### src/rtl/mem_arb_pkg.sv
// Shared types and constants for the single-port memory arbiter.
// Optional round-robin arbitration is enabled with MEM_ARB_RR_EN.
package mem_arb_pkg;

    typedef enum logic [1:0] {
        IDLE = 2'd0,
        REQ  = 2'd1,
        RSP  = 2'd2
    } state_t;

    typedef enum logic {
        OWN_IF = 1'b0,
        OWN_DM = 1'b1
    } owner_t;

    // swhb/lwhb size encoding from the controller
    localparam logic [1:0] SZ_W = 2'b11;
    localparam logic [1:0] SZ_H = 2'b10;
    localparam logic [1:0] SZ_B = 2'b01;

endpackage

### src/rtl/mem_arbiter_if.sv
// Pipeline-side request ports, memory bus, stalls and FSM state of mem_arbiter.
// Handshake: a level x_req is accepted in the cycle x_gnt is high; bus_req holds until bus_gnt; each rvalid is a one-cycle pulse.
interface mem_arbiter_if #(
    parameter int AW = 32,
    parameter int DW = 32
);
    logic                   if_req;
    logic [AW-1:0]          if_addr;
    logic                   if_gnt;
    logic                   if_rvalid;
    logic [DW-1:0]          if_rdata;

    logic                   dm_req;
    logic                   dm_we;
    logic [AW-1:0]          dm_addr;
    logic [1:0]             dm_size;
    logic [DW-1:0]          dm_wdata;
    logic                   dm_gnt;
    logic                   dm_rvalid;
    logic [DW-1:0]          dm_rdata;

    logic                   bus_req;
    logic                   bus_we;
    logic [AW-1:0]          bus_addr;
    logic [3:0]             bus_be;
    logic [DW-1:0]          bus_wdata;
    logic                   bus_gnt;
    logic                   bus_rvalid;
    logic [DW-1:0]          bus_rdata;

    logic                   stall_if;
    logic                   stall_mem;
    mem_arb_pkg::state_t    state;

    modport slave (
        input  if_req, if_addr, dm_req, dm_we, dm_addr, dm_size, dm_wdata,
        input  bus_gnt, bus_rvalid, bus_rdata,
        output if_gnt, if_rvalid, if_rdata, dm_gnt, dm_rvalid, dm_rdata,
        output bus_req, bus_we, bus_addr, bus_be, bus_wdata,
        output stall_if, stall_mem, state
    );

    modport master (
        output if_req, if_addr, dm_req, dm_we, dm_addr, dm_size, dm_wdata,
        output bus_gnt, bus_rvalid, bus_rdata,
        input  if_gnt, if_rvalid, if_rdata, dm_gnt, dm_rvalid, dm_rdata,
        input  bus_req, bus_we, bus_addr, bus_be, bus_wdata,
        input  stall_if, stall_mem, state
    );

endinterface

### src/rtl/mem_be_gen.sv
// Byte-enable generation and store-data lane replication from size and addr[1:0].
// Misaligned sizes are not checked; enables shifted past lane 3 are dropped.
module mem_be_gen
    import mem_arb_pkg::*;
#(
    parameter int DW = 32
) (
    input  logic [1:0]    size,
    input  logic [1:0]    addr_lo,
    input  logic [DW-1:0] wdata,
    output logic [3:0]    be,
    output logic [DW-1:0] wdata_rep
);

    always_comb begin
        be        = 4'b0000;
        wdata_rep = wdata;
        case (size)
            SZ_W: be = 4'b1111;
            SZ_H: begin
                be        = 4'b0011 << {addr_lo[1], 1'b0};
                wdata_rep = {(DW/16){wdata[15:0]}};
            end
            SZ_B: begin
                be        = 4'b0001 << addr_lo;
                wdata_rep = {(DW/8){wdata[7:0]}};
            end
            default: ;
        endcase
    end

endmodule

### src/rtl/mem_arbiter.sv
// Single-port memory arbiter: fetch and load/store share one bus, one transaction outstanding.
// Define MEM_ARB_RR_EN for round-robin arbitration instead of data-over-fetch priority.
module mem_arbiter
    import mem_arb_pkg::*;
#(
    parameter int AW = 32,
    parameter int DW = 32
) (
    input  logic          clk,
    input  logic          reset,
    mem_arbiter_if.slave  mif
);

    state_t        state_q, state_d;
    owner_t        owner_q;
    logic [AW-1:0] addr_q;
    logic          we_q;
    logic [3:0]    be_q;
    logic [DW-1:0] wdata_q;

    logic          sel_dm;
    logic          grant;
    logic [AW-1:0] sel_addr;
    logic [1:0]    sel_size;
    logic [DW-1:0] sel_wdata;
    logic [3:0]    gen_be;
    logic [DW-1:0] gen_wdata;

`ifdef MEM_ARB_RR_EN
    owner_t last_q;

    // On contention, favour whoever was not granted last
    assign sel_dm = mif.dm_req && (!mif.if_req || (last_q == OWN_IF));

    always_ff @(posedge clk or negedge reset) begin
        if (!reset) begin
            last_q <= OWN_IF;
        end else if (grant) begin
            last_q <= sel_dm ? OWN_DM : OWN_IF;
        end
    end
`else
    assign sel_dm = mif.dm_req;
`endif

    assign grant     = (state_q == IDLE) && (mif.if_req || mif.dm_req);
    assign sel_addr  = sel_dm ? mif.dm_addr : mif.if_addr;
    assign sel_size  = sel_dm ? mif.dm_size : SZ_W;
    assign sel_wdata = sel_dm ? mif.dm_wdata : '0;

    mem_be_gen #(.DW(DW)) u_be_gen (
        .size      (sel_size),
        .addr_lo   (sel_addr[1:0]),
        .wdata     (sel_wdata),
        .be        (gen_be),
        .wdata_rep (gen_wdata)
    );

    always_ff @(posedge clk or negedge reset) begin
        if (!reset) begin
            state_q <= IDLE;
            owner_q <= OWN_IF;
            addr_q  <= '0;
            we_q    <= 1'b0;
            be_q    <= 4'b0000;
            wdata_q <= '0;
        end else begin
            state_q <= state_d;
            if (grant) begin
                owner_q <= sel_dm ? OWN_DM : OWN_IF;
                addr_q  <= sel_addr & ~AW'(3);
                we_q    <= sel_dm && mif.dm_we;
                be_q    <= gen_be;
                wdata_q <= gen_wdata;
            end
        end
    end

    always_comb begin
        state_d       = state_q;
        mif.if_gnt    = 1'b0;
        mif.dm_gnt    = 1'b0;
        mif.bus_req   = 1'b0;
        mif.if_rvalid = 1'b0;
        mif.dm_rvalid = 1'b0;
        case (state_q)
            IDLE: begin
                if (grant) begin
                    mif.dm_gnt = sel_dm;
                    mif.if_gnt = !sel_dm;
                    state_d    = REQ;
                end
            end
            REQ: begin
                mif.bus_req = 1'b1;
                if (mif.bus_gnt) state_d = RSP;
            end
            RSP: begin
                // Responses seen in any other state are stale and dropped
                if (mif.bus_rvalid) begin
                    mif.if_rvalid = (owner_q == OWN_IF);
                    mif.dm_rvalid = (owner_q == OWN_DM);
                    state_d       = IDLE;
                end
            end
            default: state_d = IDLE;
        endcase
    end

    assign mif.bus_we    = we_q;
    assign mif.bus_addr  = addr_q;
    assign mif.bus_be    = be_q;
    assign mif.bus_wdata = wdata_q;
    assign mif.if_rdata  = mif.bus_rdata;
    assign mif.dm_rdata  = mif.bus_rdata;
    assign mif.stall_if  = mif.if_req && !mif.if_rvalid;
    assign mif.stall_mem = mif.dm_req && !mif.dm_rvalid;
    assign mif.state     = state_q;

endmodule

### src/flat_wrapper.sv
// flat-port wrapper written by rule: the top's interface ports become plain ports
module mem_arbiter_flat import mem_arb_pkg::*;
#(
    parameter int AW = 32,
    parameter int DW = 32
)
  (clk, reset, mif_if_req, mif_if_addr, mif_dm_req, mif_dm_we, mif_dm_addr, mif_dm_size, mif_dm_wdata, mif_bus_gnt, mif_bus_rvalid, mif_bus_rdata, mif_if_gnt, mif_if_rvalid, mif_if_rdata, mif_dm_gnt, mif_dm_rvalid, mif_dm_rdata, mif_bus_req, mif_bus_we, mif_bus_addr, mif_bus_be, mif_bus_wdata, mif_stall_if, mif_stall_mem, mif_state);
  mem_arbiter_if #(.AW(AW), .DW(DW)) mif_i ();
  input  logic clk;
  input  logic reset;
  input wire logic [$bits(mif_i.if_req)-1:0] mif_if_req;
  input wire logic [$bits(mif_i.if_addr)-1:0] mif_if_addr;
  input wire logic [$bits(mif_i.dm_req)-1:0] mif_dm_req;
  input wire logic [$bits(mif_i.dm_we)-1:0] mif_dm_we;
  input wire logic [$bits(mif_i.dm_addr)-1:0] mif_dm_addr;
  input wire logic [$bits(mif_i.dm_size)-1:0] mif_dm_size;
  input wire logic [$bits(mif_i.dm_wdata)-1:0] mif_dm_wdata;
  input wire logic [$bits(mif_i.bus_gnt)-1:0] mif_bus_gnt;
  input wire logic [$bits(mif_i.bus_rvalid)-1:0] mif_bus_rvalid;
  input wire logic [$bits(mif_i.bus_rdata)-1:0] mif_bus_rdata;
  output wire logic [$bits(mif_i.if_gnt)-1:0] mif_if_gnt;
  output wire logic [$bits(mif_i.if_rvalid)-1:0] mif_if_rvalid;
  output wire logic [$bits(mif_i.if_rdata)-1:0] mif_if_rdata;
  output wire logic [$bits(mif_i.dm_gnt)-1:0] mif_dm_gnt;
  output wire logic [$bits(mif_i.dm_rvalid)-1:0] mif_dm_rvalid;
  output wire logic [$bits(mif_i.dm_rdata)-1:0] mif_dm_rdata;
  output wire logic [$bits(mif_i.bus_req)-1:0] mif_bus_req;
  output wire logic [$bits(mif_i.bus_we)-1:0] mif_bus_we;
  output wire logic [$bits(mif_i.bus_addr)-1:0] mif_bus_addr;
  output wire logic [$bits(mif_i.bus_be)-1:0] mif_bus_be;
  output wire logic [$bits(mif_i.bus_wdata)-1:0] mif_bus_wdata;
  output wire logic [$bits(mif_i.stall_if)-1:0] mif_stall_if;
  output wire logic [$bits(mif_i.stall_mem)-1:0] mif_stall_mem;
  output wire logic [$bits(mif_i.state)-1:0] mif_state;
  assign mif_i.if_req = mif_if_req;
  assign mif_i.if_addr = mif_if_addr;
  assign mif_i.dm_req = mif_dm_req;
  assign mif_i.dm_we = mif_dm_we;
  assign mif_i.dm_addr = mif_dm_addr;
  assign mif_i.dm_size = mif_dm_size;
  assign mif_i.dm_wdata = mif_dm_wdata;
  assign mif_i.bus_gnt = mif_bus_gnt;
  assign mif_i.bus_rvalid = mif_bus_rvalid;
  assign mif_i.bus_rdata = mif_bus_rdata;
  assign mif_if_gnt = mif_i.if_gnt;
  assign mif_if_rvalid = mif_i.if_rvalid;
  assign mif_if_rdata = mif_i.if_rdata;
  assign mif_dm_gnt = mif_i.dm_gnt;
  assign mif_dm_rvalid = mif_i.dm_rvalid;
  assign mif_dm_rdata = mif_i.dm_rdata;
  assign mif_bus_req = mif_i.bus_req;
  assign mif_bus_we = mif_i.bus_we;
  assign mif_bus_addr = mif_i.bus_addr;
  assign mif_bus_be = mif_i.bus_be;
  assign mif_bus_wdata = mif_i.bus_wdata;
  assign mif_stall_if = mif_i.stall_if;
  assign mif_stall_mem = mif_i.stall_mem;
  assign mif_state = mif_i.state;
  mem_arbiter #(.AW(AW), .DW(DW)) u_core (.clk(clk), .reset(reset), .mif(mif_i));
endmodule
### config.mk
export PLATFORM = sky130hd
export DESIGN_NAME = mem_arbiter_flat
export DESIGN_NICKNAME = d
export VERILOG_FILES = /design/src/rtl/mem_arb_pkg.sv /design/src/rtl/mem_arbiter_if.sv /design/src/rtl/mem_be_gen.sv /design/src/rtl/mem_arbiter.sv /design/src/flat_wrapper.sv
export SDC_FILE = /design/constraint.sdc
export NUM_CORES = 1
export LEC_CHECK = 0
export CORE_MARGIN = 2
export CORE_UTILIZATION = 36
export CTS_BUF_LIST = sky130_fd_sc_hd__clkbuf_8
export CTS_CLUSTER_SIZE = 30
export DETAILED_ROUTE_END_ITERATION = 6
export PLACE_DENSITY_LB_ADDON = 0.15
export SLEW_MARGIN = 20
export SYNTH_ARGS = -nofsm -noshare
export SYNTH_HDL_FRONTEND = slang
export SYNTH_SLANG_ARGS = --single-unit
### constraint.sdc
create_clock -name clk -period 1.9 [get_ports clk]
set_clock_uncertainty 0.1 [all_clocks]
set_input_delay 0.19 -clock clk [delete_from_list [all_inputs] [get_ports clk]]
set_output_delay 0.19 -clock clk [all_outputs]
set_load 0.05 [all_outputs]
### Yosys cells after proc, flatten, opt, wreduce, memory -nomap -nowiden

Cells that the tools add are included.

| word-level totals | value |
|---|---|
| bits in registers | 70 |
| input bits | 137 |
| output and inout port bits | 142 |
| logic and storage cells | 46 |

| cells by class | value |
|---|---|
| eq/ne operators | 8 |
| shift-type cells | 2 |
| muxes and demuxes | 19 |
| bitwise logic cells | 1 |
| reductions and logical operators | 10 |

Operators with widths:

| cell | count |
|---|---|
| 32-bit two-way mux | 2 |
| 32-bit case mux with 2 select lines | 1 |
| 4-bit case mux with 3 select lines | 1 |
| 1-bit two-way mux | 10 |
| 2-bit two-way mux | 4 |
| 2-bit == test, second input constant | 3 |
| 2-bit case mux with 3 select lines | 1 |
| 2-bit by 1-bit == test with 1-bit output, second input constant | 2 |
| 1-bit logical AND | 4 |
| 2-bit inequality test, second input constant | 2 |
| 1-bit by 2-bit << shifter with 4-bit output, first input constant | 1 |
| 2-bit by 2-bit << shifter with 4-bit output, first input constant | 1 |
| 1-bit logical NOT | 3 |
| 3-bit AND reduction | 1 |
| 2-bit logical NOT | 1 |
| 2-bit by 1-bit inequality test with 1-bit output, second input constant | 1 |
| 1-bit logical OR | 1 |
| 1-bit inverter | 1 |

### Longest topological paths before layout

Gate-level depths: netlist (run 1).

| depth | value |
|---|---|
| depth in word-level cells | 5 |
| mapped depth | 11 |
| mapped depth without buffers | 7 |

### By module

Synthesis (run 1) repeated with hierarchy kept, for this count alone.

| second synthesis, totals | value |
|---|---|
| cells, all modules | 403 |
| area total of the unflattened synthesis | 4275.4 µm² |

Modules (own cells, without submodules):

| module | instances | cells an instance | area an instance (µm²) | sequential area each (µm²) |
|---|---|---|---|---|
| mem_arbiter | 1 | 312 | 3706.1 | 1751.7 |
| mem_be_gen | 1 | 91 | 569.3 | 0.0 |

### Worst setup path after synthesis (run 1)

No wires, ideal clock.

| timing | value |
|---|---|
| path type | register to output |
| start | register u_core.state_q[1], in the netlist u_core.mif.state[1] |
| end | output mif_stall_if |
| data arrival time | 2.165 ns |
| data required time | 1.610 ns |
| path slack | -0.555 ns |
| cell stages (with the launch flop) | 5 |
| buffers on the path | 0 |
| path through | dfrtp_1 > nor2b_1 > nand2_1 > nor2_1 > nor2b_1 |

| on the way | value |
|---|---|
| word-level cells in the longest chain between the ends | 4 |

Ends and longest elaborated chain:

| item | RTL line | RTL |
|---|---|---|
| start, declared | mem_arbiter.sv:14 | `state_t state_q, state_d;` |
| start signal, assigned | mem_arbiter.sv:68 | `state_q <= state_d;` |
| 2-bit == test | mem_arbiter.sv:86 | `case (state_q)` |
| 1-bit two-way mux | mem_arbiter.sv:86 |  |
| named net mif_if_rvalid | flat_wrapper.sv:22 | `output wire logic [$bits(mif_i.if_rvalid)-1:0] mif_if_rvalid;` |
| 1-bit logical NOT | mem_arbiter.sv:116 | `assign mif.stall_if = mif.if_req && !mif.if_rvalid;` |
| 1-bit logical AND | mem_arbiter.sv:116 |  |
| end, declared | flat_wrapper.sv:32 | `output wire logic [$bits(mif_i.stall_if)-1:0] mif_stall_if;` |

The timed path passes the listed nets, and every way through them passes these cells.

### Final worst setup path (run 1)

| timing | value |
|---|---|
| start | register u_core.addr_q[4], in the netlist u_core.mif.bus_addr[4] |
| end | output mif_bus_addr[4] |

RTL lines:

| item | RTL line | RTL |
|---|---|---|
| start, declared | mem_arbiter.sv:16 | `logic [AW-1:0] addr_q;` |
| start signal, assigned | mem_arbiter.sv:71 | `addr_q <= sel_addr & ~AW'(3);` |
| end, declared | flat_wrapper.sv:29 | `output wire logic [$bits(mif_i.bus_addr)-1:0] mif_bus_addr;` |

No word-level cell between the ends.

==> results of run 1 <==
## path summary, 6_finish.rpt
kind	startpoint	end	slack [ns]
setup / recovery	u_core.mif.bus_addr[4]	mif_bus_addr[4]	0.07
hold / removal	reset	u_core.mif.bus_wdata[11]	0.21
setup reg to reg	u_core.mif.state[1]	u_core.mif.bus_addr[13]	0.34
hold reg to reg	u_core.mif.bus_wdata[22]	u_core.mif.bus_wdata[22]	0.38
max in group asynchronous	reset	u_core.mif.state[1]	0.88
min in group clk	mif_bus_rdata[18]	mif_dm_rdata[18]	0.28
## placed cells by master, fill, tap and decap left out, drive strengths merged, types with 3 or more instances in the layout
cell,Yosys,final
nor2,16,16
a21oi,17,17
inv,6,6
o21ai,29,29
nand2,29,29
nand2b,3,3
buf,90,32
a22oi,16,16
dfrtp,70,70
a221o,30,30
a22o,14,14
nor3b,33,33
clkdlybuf4s50,0,168
ha,4,4
clkbuf,2,10
## per-stage QoR
step,hold WS [ns],util
after floorplan,-0.206,-
after global placement,0.0459,0.523
after detailed placement,0.0542,0.523
after CTS,0.206,0.546
after global routing,0.219,0.547
final,0.209,0.547
## area by class of cell
class / instances / area, sq um / area share
Clock inverter: 6 / 85.1 / 0.0151
Clock buffer: 10 / 138 / 0.0244
Timing Repair Buffer: 201 / 2050 / 0.362
Sequential cell: 70 / 1750 / 0.311
Inverter: 6 / 22.5 / 0.00399
Multi-Input combinational cell: 206 / 1430 / 0.253
Tap cell: 136 / 170 / 0.0301
## flip-flops by register name, summed over array words and instances, names as in the netlist
register	flops
u_core.mif.bus_we	1
u_core.mif.bus_be	4
u_core.mif.bus_wdata	32
u_core.mif.state	2
u_core.mif.bus_addr	30
u_core.owner_q	1
## power by group
| group | leakage, nW | switching [mW] | internal [mW] |
|---|---|---|---|
| combinational | 1.31 | 3.99 | 2.22 |
| sequential | 0.881 | 0.451 | 2.22 |
| clock | 0.108 | 0.574 | 0.770 |
## timing repair
| action | CTS | global route |
|---|---|---|
| endpoints found under the hold margin | 27 | 0 |
| hold buffers | 1 | 0 |
| setup endpoints to repair | 0 | 3 |
| gates resized for setup | 0 | 3 |
## logic make-up (layout without fill, tap and decap cells)
family | Yosys count | count (layout) | share of synthesized area
flops | 70 | 70 | 0.456
buf+inv | 98 | 223 | 0.179
mux | 1 | 1 | 0.00293
fa+ha+maj | 4 | 4 | 0.0130
simple gates | 91 | 91 | 0.138
compound gates | 108 | 108 | 0.210
other cells | 1 | 2 | 0.000976
## routing by layer
| metal | global-route usage | part of all wire |
|---|---|---|
| met1 | 0.239 | 0.41 |
| met2 | 0.309 | 0.45 |
| met3 | 0.0884 | 0.12 |
| met4 | 0.0529 | 0.011 |
| met5 | 0 | 0 |
==> results.sh, run 1 <==
export IMPL_gr_usage_all_layers=0.194
export IMPL_num_vias=3224
export IMPL_dieArea_sq_um=11500
export IMPL_final_setup_tns_ns=0
export IMPL_setup_viol=0
export IMPL_first_global_vias=3302
export IMPL_cts_made_buffers=9
export IMPL_drive_gt1_frac=0.132
export IMPL_synth_area_sq_um=3840
export IMPL_fillerInstances=932
export IMPL_ant_nets=0
export IMPL_dr_pass1_iters=4
export IMPL_gp_congestion=0.849
export IMPL_relSlewSlack=0.636
export IMPL_die_h_um=107
export IMPL_io_pins=279
export IMPL_clock_latency_ns=0.34
export IMPL_power_per_cell_area_nw_per_um2=1810
export IMPL_crit_chain="clkdlybuf4s50_1"
export IMPL_ys_top_cells_by_area="dfrtp_1 46%, buf_4 13%, a221o_1 7.8%"
export IMPL_fmax_mhz=546
export IMPL_worst_pin_slew_ns=0.545
export IMPL_final_nets=635
export IMPL_drc_errors=0
export IMPL_ir_drop_mv=1.02
export IMPL_yosysUniqueCellTypes=34
export IMPL_cts_buffer_depth=2
export IMPL_cts_tree="yes"
export IMPL_core_area_sq_um=10300
export IMPL_slew_violations=0
export IMPL_fin_ws_ns=0.0680
export IMPL_diodes=0
export IMPL_outcome="finished, final reports clean"
export IMPL_cp_data_required_time_ns=1.61
export IMPL_ys_ff_latch=70
export IMPL_critPathLaunchType="register"
export IMPL_cts_root_buf="clkbuf_8"
export IMPL_dp_cells=618
export IMPL_post_route_period_util=0.964
export IMPL_cp_end_kind="primary output"
export IMPL_htreeDepth=3
export IMPL_synth_edf_count=0
export IMPL_r2r_cells=5
export IMPL_syn_inst=373
export IMPL_crit_type="reg2out"
export IMPL_hold_viol=0
export IMPL_total_power_mw=10.2
export IMPL_final_cell_count_no_fill=635
export IMPL_worstPathArrival_ns=1.54
export IMPL_yosysSeqAreaShare=0.456
export IMPL_rows=37
export IMPL_rsz0062_at_grt="false"
export IMPL_drt_iter0_markers=171
export IMPL_clkTransAtPathRegs_ns=0.08
export IMPL_cp_depth=1
export IMPL_finalInstanceArea_sq_um=5640
export IMPL_start_util=0.372
export IMPL_wl_per_cell_um=17.4
export IMPL_hpwlAfterDp_um=8180
export IMPL_cap_violations=0
export IMPL_overflow=0
export IMPL_synth_largest_area_cell="dfrtp_1"
export IMPL_cts_sinks=70
export IMPL_dp_slack_ns=-0.0998
export IMPL_areaGrowthSynthToFinish_pct=46.9
export IMPL_grt_pass1_wl_um=17300
export IMPL_die_x_um=107
export IMPL_crit_path_max_fanout=2
export IMPL_post_cts_buffers=0
export IMPL_yosysMostFrequentCell="dfrtp_1"
export IMPL_antenna_found_initial=0
export IMPL_synthArstFlopShare=1.00
export IMPL_grt_max_degree=66
export IMPL_placed_area_sq_um=5400
export IMPL_io_buffers=180
export IMPL_synth_top_area_frac=0.456
export IMPL_post_route_min_period_ns=1.83
export IMPL_ys_warnings_count=0
export IMPL_critPathBufInv=1
export IMPL_synth_commonest_cells="70 x dfrtp_1, 68 x buf_4, 33 x nor3b_1, 30 x a221o_1, 28 x nand2_1"
export IMPL_ys_flop_type="dfrtp_1"
export IMPL_hp_class="in2async"
export IMPL_wl_um=11100
export IMPL_crit_family="buffers and inverters"
export IMPL_postSynthAreaPerCell_sq_um=10.3
export IMPL_viasPerCell=5.08
export IMPL_cp_slowest_cell="clkdlybuf4s50_1"
export IMPL_p_leak_nw=2.30
export IMPL_max_stage_delay_ns=0.84
(Power assumes the default switching activity.)
==> run 2: changes to the inputs <==
- CAP_MARGIN: not set -> 30
==> results of run 2 <==
No change in the layout: final DEF, timing and power equal those of run 1.
